<file path="src/rtl/parking_pkg.sv">
`default_nettype none
// ============================================================================
// Module  : parking_pkg
// Purpose : Shared constants for the car-park exit gate controller:
//           exit FSM state encodings, default exit ticket codes and the
//           {gate, red, green} output patterns of the steady states.
// Ports   : none (package)
// Revision: 1.0 - initial release
// ============================================================================
package parking_pkg;

  // Exit FSM state encodings (3 bits)
  localparam logic [2:0] c_st_idle   = 3'b000;
  localparam logic [2:0] c_st_wait   = 3'b001;
  localparam logic [2:0] c_st_bad    = 3'b010;
  localparam logic [2:0] c_st_open   = 3'b011;
  localparam logic [2:0] c_st_locked = 3'b100;

  // Default ticket codes accepted at the exit
  localparam logic [1:0] c_exit_code_1 = 2'b10;
  localparam logic [1:0] c_exit_code_2 = 2'b01;

  // Output patterns ordered {gate_open, RED_LED, GREEN_LED}
  localparam logic [2:0] c_out_idle   = 3'b000;
  localparam logic [2:0] c_out_wait   = 3'b010;
  localparam logic [2:0] c_out_locked = 3'b011;

endpackage
`default_nettype wire

</file>
<file path="src/rtl/parking_occupancy_counter.sv">
`default_nettype none
// ============================================================================
// Module  : parking_occupancy_counter
// Purpose : Saturating up/down occupancy counter with full/empty flags.
//           An increment while full or a decrement while empty is dropped;
//           simultaneous increment and decrement leave the count unchanged.
// Ports   : clk, reset (async, active-low)
//           inc       - one-cycle increment request
//           dec       - one-cycle decrement request
//           occupancy - current count
//           full      - occupancy == CAPACITY
//           empty     - occupancy == 0
// Revision: 1.0 - initial release
// ============================================================================
module parking_occupancy_counter #(
  parameter int CAPACITY = 8,
  parameter int CNT_W    = 4
) (
  input  logic             clk,
  input  logic             reset,
  input  logic             inc,
  input  logic             dec,
  output logic [CNT_W-1:0] occupancy,
  output logic             full,
  output logic             empty
);

  logic [CNT_W-1:0] r_count;
  logic             w_full;
  logic             w_empty;

  assign w_full  = (r_count == CNT_W'(CAPACITY));
  assign w_empty = (r_count == '0);

  always_ff @(posedge clk or negedge reset) begin
    if (!reset) begin
      r_count <= '0;
    end else if (inc && !dec) begin
      if (!w_full) r_count <= r_count + CNT_W'(1);
    end else if (dec && !inc) begin
      if (!w_empty) r_count <= r_count - CNT_W'(1);
    end
  end

  assign occupancy = r_count;
  assign full      = w_full;
  assign empty     = w_empty;

endmodule
`default_nettype wire

</file>
<file path="src/rtl/parking_exit_gate.sv">
`default_nettype none
// ============================================================================
// Module  : parking_exit_gate
// Purpose : Exit-side barrier controller. Tracks occupancy from entrance
//           pulses and exit passages, validates the 2x2-bit exit ticket and
//           drives the barrier and the red/green exit LEDs.
// Build   : define PARKING_EXIT_LOCKOUT_EN to enable the bad-ticket lockout
//           (MAX_BAD_TICKETS wrong strobes enter LOCKED).
// Ports   : clk, reset (async, active-low)
//           car_entered      - pulse from entrance: a car parked
//           sensor_exit_in   - car present at exit barrier (level)
//           sensor_exit_out  - car has passed the barrier (level)
//           ticket_1/2       - ticket fields, qualified by ticket_valid
//           gate_open        - barrier raise command (registered)
//           GREEN_LED/RED_LED- exit LEDs (registered)
//           occupancy/full/empty - car count and its flags
// Revision: 1.0 - initial release
// ============================================================================
module parking_exit_gate
  import parking_pkg::*;
#(
  parameter int         CAPACITY        = 8,
  parameter int         CNT_W           = 4,
  parameter int         TIMEOUT_CYC     = 4,
  parameter logic [1:0] EXIT_CODE_1     = c_exit_code_1,
  parameter logic [1:0] EXIT_CODE_2     = c_exit_code_2,
  parameter int         MAX_BAD_TICKETS = 3
) (
  input  logic             clk,
  input  logic             reset,
  input  logic             car_entered,
  input  logic             sensor_exit_in,
  input  logic             sensor_exit_out,
  input  logic [1:0]       ticket_1,
  input  logic [1:0]       ticket_2,
  input  logic             ticket_valid,
  output logic             gate_open,
  output logic             GREEN_LED,
  output logic             RED_LED,
  output logic [CNT_W-1:0] occupancy,
  output logic             full,
  output logic             empty
);

  localparam int c_wait_w = (TIMEOUT_CYC > 1) ? $clog2(TIMEOUT_CYC) : 1;

  if (((1 << CNT_W) <= CAPACITY) || (TIMEOUT_CYC < 1) || (MAX_BAD_TICKETS < 1)) begin : g_param_check
    $error("parking_exit_gate: invalid parameter set");
  end

  logic [2:0]          r_state;
  logic [2:0]          w_next;
  logic [c_wait_w-1:0] r_wait;
  logic                w_good;
  logic                w_bad;
  logic                w_timeout;
  logic                w_lock;
  logic                w_exit;
  logic                w_empty;
  logic                r_gate;
  logic                r_red;
  logic                r_green;

  assign w_good    = ticket_valid && (ticket_1 == EXIT_CODE_1) && (ticket_2 == EXIT_CODE_2);
  assign w_bad     = ticket_valid && !w_good;
  assign w_timeout = (r_wait == c_wait_w'(TIMEOUT_CYC - 1));
  assign w_exit    = (r_state == c_st_open) && sensor_exit_out;

`ifdef PARKING_EXIT_LOCKOUT_EN
  localparam int c_bad_w = $clog2(MAX_BAD_TICKETS + 1);
  logic [c_bad_w-1:0] r_bad_cnt;
  logic               w_bad_counted;

  assign w_bad_counted = w_bad && ((r_state == c_st_wait) || (r_state == c_st_bad));
  // The strobe that would make the count reach MAX_BAD_TICKETS locks.
  assign w_lock = w_bad_counted && (r_bad_cnt == c_bad_w'(MAX_BAD_TICKETS - 1));

  always_ff @(posedge clk or negedge reset) begin
    if (!reset) begin
      r_bad_cnt <= '0;
    end else if ((w_next == c_st_idle) || (w_next == c_st_open)) begin
      r_bad_cnt <= '0;
    end else if (w_bad_counted) begin
      r_bad_cnt <= r_bad_cnt + c_bad_w'(1);
    end
  end
`else
  assign w_lock = 1'b0;
`endif

  // Next-state logic; WAIT priority is good > bad > sensor drop > timeout.
  always_comb begin
    w_next = r_state;
    case (r_state)
      c_st_idle: begin
        if (sensor_exit_in && !w_empty) w_next = c_st_wait;
      end
      c_st_wait: begin
        if (w_good)               w_next = c_st_open;
        else if (w_bad)           w_next = w_lock ? c_st_locked : c_st_bad;
        else if (!sensor_exit_in) w_next = c_st_idle;
        else if (w_timeout)       w_next = c_st_bad;
      end
      c_st_bad: begin
        if (w_good)               w_next = c_st_open;
        else if (w_lock)          w_next = c_st_locked;
        else if (!sensor_exit_in) w_next = c_st_idle;
      end
      c_st_open: begin
        if (sensor_exit_out) w_next = c_st_idle;
      end
      c_st_locked: begin
        if (!sensor_exit_in) w_next = c_st_idle;
      end
      default: w_next = c_st_idle;
    endcase
  end

  always_ff @(posedge clk or negedge reset) begin
    if (!reset) r_state <= c_st_idle;
    else        r_state <= w_next;
  end

  // Wait counter runs only while remaining in WAIT_TICKET; entering it
  // from any other state starts the count at zero.
  always_ff @(posedge clk or negedge reset) begin
    if (!reset)                                          r_wait <= '0;
    else if ((w_next == c_st_wait) && (r_state == c_st_wait)) r_wait <= r_wait + c_wait_w'(1);
    else                                                 r_wait <= '0;
  end

  // Outputs follow next state so they switch on the same edge as r_state.
  // Blinking LEDs start at 1 on entry and toggle while the state is held.
  always_ff @(posedge clk or negedge reset) begin
    if (!reset) begin
      {r_gate, r_red, r_green} <= c_out_idle;
    end else begin
      case (w_next)
        c_st_wait:   {r_gate, r_red, r_green} <= c_out_wait;
        c_st_bad: begin
          r_gate  <= 1'b0;
          r_green <= 1'b0;
          r_red   <= (r_state == c_st_bad) ? !r_red : 1'b1;
        end
        c_st_open: begin
          r_gate  <= 1'b1;
          r_red   <= 1'b0;
          r_green <= (r_state == c_st_open) ? !r_green : 1'b1;
        end
        c_st_locked: {r_gate, r_red, r_green} <= c_out_locked;
        default:     {r_gate, r_red, r_green} <= c_out_idle;
      endcase
    end
  end

  assign gate_open = r_gate;
  assign RED_LED   = r_red;
  assign GREEN_LED = r_green;
  assign empty     = w_empty;

  parking_occupancy_counter #(
    .CAPACITY (CAPACITY),
    .CNT_W    (CNT_W)
  ) u_occupancy (
    .clk       (clk),
    .reset     (reset),
    .inc       (car_entered),
    .dec       (w_exit),
    .occupancy (occupancy),
    .full      (full),
    .empty     (w_empty)
  );

endmodule
`default_nettype wire

</file>
<file path="config.mk">
export PLATFORM = sky130hd
export DESIGN_NAME = parking_exit_gate
export DESIGN_NICKNAME = d
export VERILOG_FILES = /design/src/rtl/parking_pkg.sv /design/src/rtl/parking_occupancy_counter.sv /design/src/rtl/parking_exit_gate.sv
export SDC_FILE = /design/constraint.sdc
export NUM_CORES = 1
export LEC_CHECK = 0
export CAP_MARGIN = 20
export CORE_MARGIN = 1
export CORE_UTILIZATION = 40
export CTS_CLUSTER_SIZE = 30
export DETAILED_ROUTE_END_ITERATION = 7
export HOLD_SLACK_MARGIN = 0.12
export MAX_ROUTING_LAYER = met4
export PLACE_DENSITY = 0.73
export SYNTH_ARGS = -nofsm -noshare
export SYNTH_HDL_FRONTEND = slang
export SYNTH_SLANG_ARGS = --single-unit
export TNS_END_PERCENT = 20
</file>
<file path="constraint.sdc">
create_clock -name clk -period 4.45 [get_ports clk]
set_input_delay 0.89 -clock clk [delete_from_list [all_inputs] [get_ports clk]]
set_output_delay 0.89 -clock clk [all_outputs]
set_load 0.05 [all_outputs]
</file>
==> results of run 1 <==
-- cell families after synthesis --
kind of cell	synth area share
AOI/OAI and AO/OA	0.114
xor gates and xnor gates	0.0654
adders and majority gates	0.0860
buffers and inverters	0.0168
DFF	0.449
muxes	0.0168
and+or+nand+nor	0.252
-- metal layers --
metal  wire [um]  up-vias  share of wire
met5           0        -              0
met4          46        0          0.035
met3          89        5          0.067
met2         553       17           0.42
met1         640      264           0.48
li1            -      270              -
-- cell usage after synthesis --
cell	count
or3_1	1
nor3b_1	1
nand3b_1	1
dfrtp_1	12
nor4_4	1
nor3_1	3
mux2_1	1
a221o_1	1
nor4_1	1
or3b_2	1
a22o_1	1
nor4b_1	1
and2_4	1
o21ai_0	2
ha_1	3
o21a_1	1
nor2b_1	1
nand2_1	4
a21oi_1	2
o31ai_1	2
inv_1	3
nand2b_1	5
fa_1	1
xnor2_1	3
nand3_1	2
nand4b_1	1
xor2_1	2
a21o_1	2
nor2_1	2
-- through the flow --
stage                     instances  cell area [um2]  power [mW]  setup WS [ns]
after floorplan                  62              669       0.458           1.10
after global placement           96              870       0.568           1.72
after detailed placement         96              870       0.575           1.69
after CTS                       100              906       0.663           1.43
after global routing            100              906       0.701           1.36
final                           100              906       0.658           1.45
-- worst paths after layout --
kind	start	endpoint	slack (ns)	cells after the start
worst max-delay path	u_occupancy.occupancy[0]	full	1.45	2
worst min-delay path	r_wait[0]	r_wait[0]	0.45	1
worst max register to register	r_state[2]	u_occupancy.occupancy[3]	2.53	8
worst min register to register	r_wait[0]	r_wait[0]	0.45	1
max in group asynchronous	reset	u_occupancy.occupancy[3]	3.16	1
min in group asynchronous	reset	RED_LED	0.95	1
-- sequential cells by signal (all words and copies together), names as in the netlist --
signal / count
gate_open: 1
u_occupancy.occupancy: 4
GREEN_LED: 1
RED_LED: 1
r_state: 3
r_wait: 2
-- placed cells by master, fill, tap and decap left out --
| cell type | Yosys | layout |
|---|---|---|
| and2_4 | 1 | 1 |
| nor4_1 | 1 | 1 |
| nand2_1 | 4 | 4 |
| nand3_1 | 2 | 2 |
| clkdlybuf4s50_1 | 0 | 18 |
| o21ai_0 | 2 | 2 |
| ha_1 | 3 | 3 |
| nand3b_1 | 1 | 1 |
| xnor2_1 | 3 | 3 |
| nor4_4 | 1 | 1 |
| nand2b_1 | 5 | 5 |
| clkbuf_4 | 0 | 3 |
| xor2_1 | 2 | 2 |
| a22o_1 | 1 | 1 |
| nor3b_1 | 1 | 1 |
| inv_1 | 3 | 3 |
| a221o_1 | 1 | 1 |
| o31ai_1 | 2 | 2 |
| nor2_1 | 2 | 2 |
| or3b_2 | 1 | 1 |
| a21o_1 | 2 | 2 |
| nand4b_1 | 1 | 1 |
| nor4b_1 | 1 | 1 |
| dfrtp_1 | 12 | 12 |
| nor3_1 | 3 | 3 |
| or3_1 | 1 | 1 |
| nor2b_1 | 1 | 1 |
| fa_1 | 1 | 1 |
| o21a_1 | 1 | 1 |
| a21oi_1 | 2 | 2 |
| mux2_1 | 1 | 1 |
| clkbuf_8 | 0 | 1 |
-- report_power, final --
part           switching (mW)  leakage (nW)  internal (mW)  total, mW
combinational           0.214         0.225          0.148      0.362
clock                  0.0349        0.0210         0.0497     0.0846
sequential             0.0614         0.154          0.149      0.210
-- cell type report --
| class | count | area, um2 |
|---|---|---|
| clock buffer | 4 | 36.3 |
| fill | 142 | 636 |
| inverter | 3 | 11.3 |
| multi-input combinational | 47 | 358 |
| sequential | 12 | 300 |
| tap | 16 | 20.0 |
| timing repair buffer | 18 | 180 |
==> summary.txt, run 1 <==
Run status
  • Outcome: finished clean

Detailed routing
  • First-pass DRT Iterations: 4
  • DR DRC count: 0
  • Via count: 556
  • Antenna viol nets, final: 0
  • Initial detailed-routing violation count: 23
  • Drt total wl: 1330 um
  • Via/cell ratio: 5.56
  • Routed wire per std cell: 13.3 um

Flow run
  • Max Cap Viol: 0

Die
  • Initial core utilization: 0.434
  • Die Width: 42.9 um
  • Io pins: 19
  • Vert. Die Dim: 42.9 um
  • Die footprint: 1840 um2
  • Core area: 1540 um2
  • Standard-cell row count: 14

Global routing
  • Met2 usage: 0.236
  • GRT overflow: 0
  • Met3 Use GR: 0.0213
  • Antenna violations before repair: 0
  • First-pass GRT wire length: 2250 um
  • Vias in the first global route: 519
  • Largest net degree at the start of global routing: 13
  • Met1 Use GR: 0.232
  • GRT busiest layer: met2
  • GRT Total Usage: 0.176

Setup path
  • Max stage delay on crit path: 0.89 ns
  • Slowest cell on crit path: clkdlybuf4s50_1
  • WP buf/inv: 1
  • CP Data Required Time: 3.56 ns
  • CP top delay family: buffers and inverters
  • CP max FO: 6
  • CP cell instances: nor4b_1 -> clkdlybuf4s50_1
  • Crit Path Category: flip-flop to output pin
  • Arrival time at the worst endpoint: 2.11 ns
  • Setup crit start kind: flip-flop
  • Worst setup EP type: output pin

Timing
  • Fin. Hold Viols: 0
  • Crit share post-route: 0.675
  • Setup repair after global routing missed its margin: false
  • Setup Total Neg Slack: 0 ns
  • Tmin final: 3.00 ns
  • Final setup fails: 0
  • Tightest Pin Transition: 0.503 ns
  • Clk_skew: 0.00103 ns
  • Max-slew violations: 0
  • Max-slew headroom: 0.664
  • Fmax: 0.333 GHz
  • Hold WS: 0.446 ns

CTS
  • CTS H-tree lvls: 1
  • Cts bufs inserted: 3
  • Clock Path Buffers: 2
  • Clock Latency Late Sink: 0.27 ns
  • CTS tree: yes
  • CTS sink cnt: 12
  • # hold bufs at CTS: 0
  • Post-cts resize count: 0
  • Root Driver: clkbuf_4
  • Postcts setup bufs: 0
  • CTS clk-pin slew, worst paths: 0.07 ns

Cells and area
  • Post-layout util: 0.588
  • # diodes: 0
  • Share of cells above drive strength 1: 0.0833
  • Area grow syn2layout: 35.3%
  • Post-layout nets: 99

Yosys
  • Synth top area share: 0.449
  • Synthesized area: 669 um2
  • Area contributors post-synth: dfrtp_1, ha_1, nand2b_1
  • Synth warn: 0
  • Post-Syn Area per Cell: 10.8 um2
  • Synth unique cells: 29
  • Post-synthesis sequential area ratio: 0.449
  • Cells after Synth: 62
  • Syn nets: 76
  • Post-synth top area cell: dfrtp_1
  • FF+latch count, synth: 12

Place
  • Hpwl dp: 1020 um
  • Placer Congestion: 0.739
  • # port buffers: 18

Worst hold path
  • Hold WC Path Type: flip-flop to flip-flop

Pwr
  • Max IR drop VDD: 0.341 mV
  • Leak: 0.400 nW
  • Pwr dens: 726 nW/um2
Note: power is estimated with default switching activity, not from simulation.
==> run 2, diff against run 1 <==
PLACE_DENSITY = 0.76   (was 0.73)
clock period = 2.47 ns   (was 4.45 ns; I/O delays follow)
==> summary.txt, run 2 (synthesis gave the netlist of run 1 again) <==
Run status
  • Outcome: finished clean

Worst hold path
  • Hold path cells: 1 (unchanged)
  • Hold WC Path Type: flip-flop to flip-flop

Setup path
  • CP top delay family: buffers and inverters
  • CP Data Required Time: 1.98 ns (-1.58 ns)
  • Arrival time at the worst endpoint: 1.69 ns (-0.42 ns)
  • Setup crit start kind: flip-flop
  • CP cell instances: clkdlybuf4s50_1
  • Worst setup EP type: output pin
  • Slowest cell on crit path: clkdlybuf4s50_1
  • CP max FO: 6 (unchanged)
  • Max stage delay on crit path: 0.87 ns (-0.02 ns)
  • Crit Path Category: flip-flop to output pin
  • CP Depth: 1 (-1)
  • R2r worst-path depth: 8 (unchanged)
  • WP buf/inv: 1 (unchanged)

CTS
  • CTS tree: yes
  • CTS clk-pin slew, worst paths: 0.07 ns (about the same)
  • Postcts setup bufs: 0 (unchanged)
  • Post-cts resize count: 0 (unchanged)
  • Cts bufs inserted: 3 (unchanged)
  • Clock Latency Late Sink: 0.27 ns (about the same)
  • Root Driver: clkbuf_4
  • CTS H-tree lvls: 1 (unchanged)
  • CTS sink cnt: 12 (unchanged)
  • # hold bufs at CTS: 0 (unchanged)
  • Clock Path Buffers: 2 (unchanged)

Die
  • Die Width: 42.9 um (unchanged)
  • Initial core utilization: 0.434 (unchanged)
  • Die footprint: 1840 um2 (unchanged)
  • Core area: 1540 um2 (unchanged)
  • Io pins: 19 (unchanged)
  • Vert. Die Dim: 42.9 um (unchanged)
  • Standard-cell row count: 14 (unchanged)

Detailed routing
  • DR DRC count: 0 (unchanged)
  • First-pass DRT Iterations: 4 (unchanged)
  • Antenna viol nets, final: 0 (unchanged)
  • Drt total wl: 1280 um (-4.0%)
  • Via count: 537 (-3.4%)
  • Routed wire per std cell: 12.8 um (-4.0%)
  • Initial detailed-routing violation count: 12 (-48%)
  • Via/cell ratio: 5.37 (-3.4%)

Timing
  • Setup Total Neg Slack: 0 ns (unchanged)
  • Tmin final: 2.18 ns
  • Tightest Pin Transition: 0.515 ns (+0.0115 ns)
  • Fmax: 0.458 GHz
  • Crit share post-route: 0.884
  • Max-slew headroom: 0.656 (-0.00770)
  • Max-slew violations: 0 (unchanged)
  • Clk_skew: 0.00208 ns (+0.00105 ns)
  • Final setup fails: 0 (unchanged)
  • Setup repair after global routing missed its margin: false
  • Fin. Hold Viols: 0 (unchanged)

Cells and area
  • Non-Filler Instances: 100 (unchanged)
  • Most common cell after layout, fill and taps aside: clkdlybuf4s50_1
  • Area grow syn2layout: 36.8%
  • Share of cells above drive strength 1: 0.119 (+0.0357)
  • Post-layout nets: 99 (unchanged)
  • # diodes: 0 (unchanged)
  • Max reg flops: 4 (unchanged)
  • Most frequent cells in the layout: clkdlybuf4s50_1, dfrtp_1, nand2b_1

Pwr
  • Leak: 0.411 nW (+2.6%)
  • Tot Pwr: 1.19 mW (+81%)
  • Max IR drop VDD: 0.578 mV (+69%)
  • Pwr dens: 1300 nW/um2 (+79%)

Global routing
  • GRT Total Usage: 0.153 (-0.0228)
  • First-pass GRT wire length: 2040 um (-9.5%)
  • Largest net degree at the start of global routing: 13 (unchanged)
  • GRT overflow: 0 (unchanged)
  • Antenna violations before repair: 0 (unchanged)
  • Vias in the first global route: 468 (-9.8%)

Flow run
  • Max Cap Viol: 0 (unchanged)

Place
  • # port buffers: 18 (unchanged)
  • Inst Count DP: 96 (unchanged)
  • Placer Congestion: 0.803 (+8.7%)
  • Hpwl dp: 1010 um (-0.95%)
==> run 2: changes by cell type in the layout (fill, tap and decap cells not counted), sizes merged <==
cell / delta
clkdlybuf4s50: -2
buf: +2
==> run 2: worst paths after layout <==
path                                                from  slack [ns]                  endpoint
worst max-delay path            u_occupancy.occupancy[0]        0.29              occupancy[0]
worst min-delay path                           r_wait[0]        0.44                 r_wait[0]
worst max register to register                r_state[2]        0.54  u_occupancy.occupancy[3]
worst min register to register                 r_wait[0]        0.44                 r_wait[0]
max in group asynchronous                          reset        1.56  u_occupancy.occupancy[1]
min in group asynchronous                          reset        0.57                 r_wait[1]
==> run 2: area by class of cell <==
| type | instances | area, um2 |
|---|---|---|
| flip-flops and latches | 12 | 300 |
| inverters | 3 | 11.3 |
| repair buffers | 18 | 175 |
| well taps | 16 | 20.0 |
| fillers | 126 | 626 |
| clock buffers | 4 | 36.3 |
| multi-input cells | 47 | 373 |
==> run 2: per-stage QoR <==
| step | worst slack, ns | hold slack (ns) | utilization | instance area [um2] |
|---|---|---|---|---|
| CTS | 0.260 | 0.448 | 0.594 | 916 |
| floorplan | 0.213 | 0.198 | - | 684 |
| finish | 0.286 | 0.445 | 0.594 | 916 |
| detailed placement | 0.104 | 0.438 | 0.571 | 880 |
| global placement | 0.124 | 0.430 | 0.571 | 880 |
| global route | 0.202 | 0.463 | 0.594 | 916 |
==> run 2: metal layers <==
metal / share of wire / GRT usage / wire length [um] / vias up
li1: - / - / - / 268
met1: 0.51 / 0.225 / 653 / 261
met2: 0.46 / 0.203 / 589 / 8
met3: 0.027 / 0.0128 / 35 / 0
met4: 0 / 0.0938 / 0 / 0
met5: 0 / - / 0 / -
==> run 2: where the power goes <==
group	internal (mW)	total [mW]	switching, mW	leakage (nW)
registers	0.268	0.385	0.117	0.154
clock network	0.0895	0.151	0.0619	0.0210
logic	0.270	0.654	0.384	0.235
==> run 3, diff against run 2 <==
DONT_BUFFER_PORTS = 1   (was default)
PLACE_DENSITY = 0.6   (was 0.76)
==> summary.txt, run 3 (synthesis gave the netlist of run 1 again) <==
Run status
  • Outcome: finished clean

Global routing
  • First-pass GRT wire length: 2070 um (+1.7%)
  • Vias in the first global route: 450 (-3.8%)
  • GRT overflow: 0 (unchanged)
  • GRT Total Usage: 0.159 (+0.00584)
  • Antenna violations before repair: 0 (unchanged)
  • Largest net degree at the start of global routing: 13 (unchanged)

Cells and area
  • Share of cells above drive strength 1: 0.169 (+0.0500)
  • Post-layout util: 0.506 (-0.0877)
  • Final instance area: 781 um2 (-15%)
  • Most frequent cells in the layout: dfrtp_1, nand2b_1, nand2_1, buf_4
  • # diodes: 0 (unchanged)
  • Max reg flops: 4 (unchanged)
  • Area grow syn2layout: 16.6%
  • Fillers: 140 (+11%)
  • Post-layout nets: 86 (-13%)
  • Most common cell after layout, fill and taps aside: dfrtp_1

Place
  • # port buffers: 0 (-18)
  • Placer Congestion: 0.706 (-12%)
  • Hpwl dp: 912 um (-9.5%)
  • DP Worst Slack: 0.510 ns (+0.406 ns)
  • Area post-placement: 734 um2 (-17%)

CTS
  • Clock Latency Late Sink: 0.28 ns (about the same)
  • CTS tree: yes
  • Postcts setup bufs: 0 (unchanged)
  • Cts bufs inserted: 3 (unchanged)
  • CTS sink cnt: 12 (unchanged)
  • Clock Path Buffers: 2 (unchanged)
  • CTS H-tree lvls: 1 (unchanged)
  • Root Driver: clkbuf_4
  • CTS clk-pin slew, worst paths: 0.08 ns (about the same)

Setup path
  • Worst setup EP type: output pin
  • Slowest cell on crit path: dfrtp_1
  • Max stage delay on crit path: 0.73 ns (-0.14 ns)
  • CP Data Required Time: 1.98 ns (about the same)
  • Crit Path Category: flip-flop to output pin
  • Arrival time at the worst endpoint: 1.57 ns (-0.12 ns)
  • CP max FO: 4 (-2)
  • CP cell instances: nor4b_4 -> buf_4
  • Setup crit start kind: flip-flop

Pwr
  • Max IR drop VDD: 0.610 mV (+5.4%)
  • Tot Pwr: 1.12 mW (-6.3%)
  • Leak: 0.363 nW (-12%)
  • Pwr dens: 1430 nW/um2 (+9.9%)

Timing
  • Clk_skew: 0.00563 ns (+0.00355 ns)
  • Fin. Hold Viols: 0 (unchanged)
  • Max-slew headroom: 0.542 (-0.114)
  • Final worst slack: 0.402 ns (+0.116 ns)
  • Max-slew violations: 0 (unchanged)
  • Fmax: 0.484 GHz (+5.6%)
  • Setup repair after global routing missed its margin: false
  • Crit share post-route: 0.837 (-0.0469)
  • Tightest Pin Transition: 0.687 ns (+0.173 ns)
  • Final setup fails: 0 (unchanged)
  • Tmin final: 2.07 ns (-0.116 ns)
  • Setup Total Neg Slack: 0 ns (unchanged)

Detailed routing
  • Initial detailed-routing violation count: 10 (-2)
  • Drt total wl: 1250 um (-2.6%)
  • DR DRC count: 0 (unchanged)
  • Antenna viol nets, final: 0 (unchanged)
  • Via count: 472 (-12%)
  • Routed wire per std cell: 14.3 um (+12%)
  • Via/cell ratio: 5.43 (+1.0%)
  • First-pass DRT Iterations: 4 (unchanged)

Worst hold path
  • Hold WC Path Type: flip-flop to flip-flop

Die
  • Initial core utilization: 0.434 (unchanged)
  • Vert. Die Dim: 42.9 um (unchanged)
  • Core area: 1540 um2 (unchanged)
  • Standard-cell row count: 14 (unchanged)
  • Io pins: 19 (unchanged)
  • Die footprint: 1840 um2 (unchanged)
  • Die Width: 42.9 um (unchanged)

Flow run
  • Max Cap Viol: 0 (unchanged)
==> run 3: cell type report <==
cell class                 instances  area [um2]  share of cell area
clock buffer                       4        36.3              0.0465
multi-input combinational         47         373               0.478
sequential                        12         300               0.385
tap                               16        20.0              0.0256
inverter                           3        11.3              0.0144
timing repair buffer               5        40.0              0.0513
==> run 3: per-stage QoR <==
stage / cells / hold slack (ns)
2_1_floorplan: 62 / 0.198
3_3_place_gp: 82 / 0.199
3_5_place_dp: 82 / 0.199
4_1_cts: 87 / 0.460
5_1_grt: 87 / 0.491
6_report: 87 / 0.452
==> run 3: worst paths after layout <==
| kind | from | to | slack, ns | cells after the start |
|---|---|---|---|---|
| max reg2reg | r_state[2] | u_occupancy.occupancy[3] | 0.52 | 8 |
| min in group asynchronous | reset | r_state[2] | 0.64 | 1 |
| min | r_wait[0] | r_wait[0] | 0.45 | 1 |
| max | u_occupancy.occupancy[3] | full | 0.40 | 2 |
| max in group asynchronous | reset | r_wait[0] | 1.46 | 1 |
| min reg2reg | r_wait[0] | r_wait[0] | 0.45 | 1 |
==> run 3: repair_timing <==
item | in CTS | in global routing
gates resized for setup | 0 | 0
hold endpoints to repair | 12 | 0
hold buffers | 1 | 0
==> run 3: critical path: cells and delay by family (launching register included) <==
family / cells / cell delay, ns
and+or+nand+nor: 1 / 0.32
DFF: 1 / 0.73
buffers and inverters: 1 / 0.24
==> run 3: routing by layer <==
layer,share of wire,wire length (um),GRT usage
met1,0.55,680,0.257
met2,0.38,476,0.164
met3,0.057,71,0.0426
met4,0.013,16,0.0938
met5,0,0,-
==> run 3: where the power goes <==
group | internal (mW) | switching, mW
clock | 0.0897 | 0.0690
sequential | 0.266 | 0.242
combinational | 0.198 | 0.252
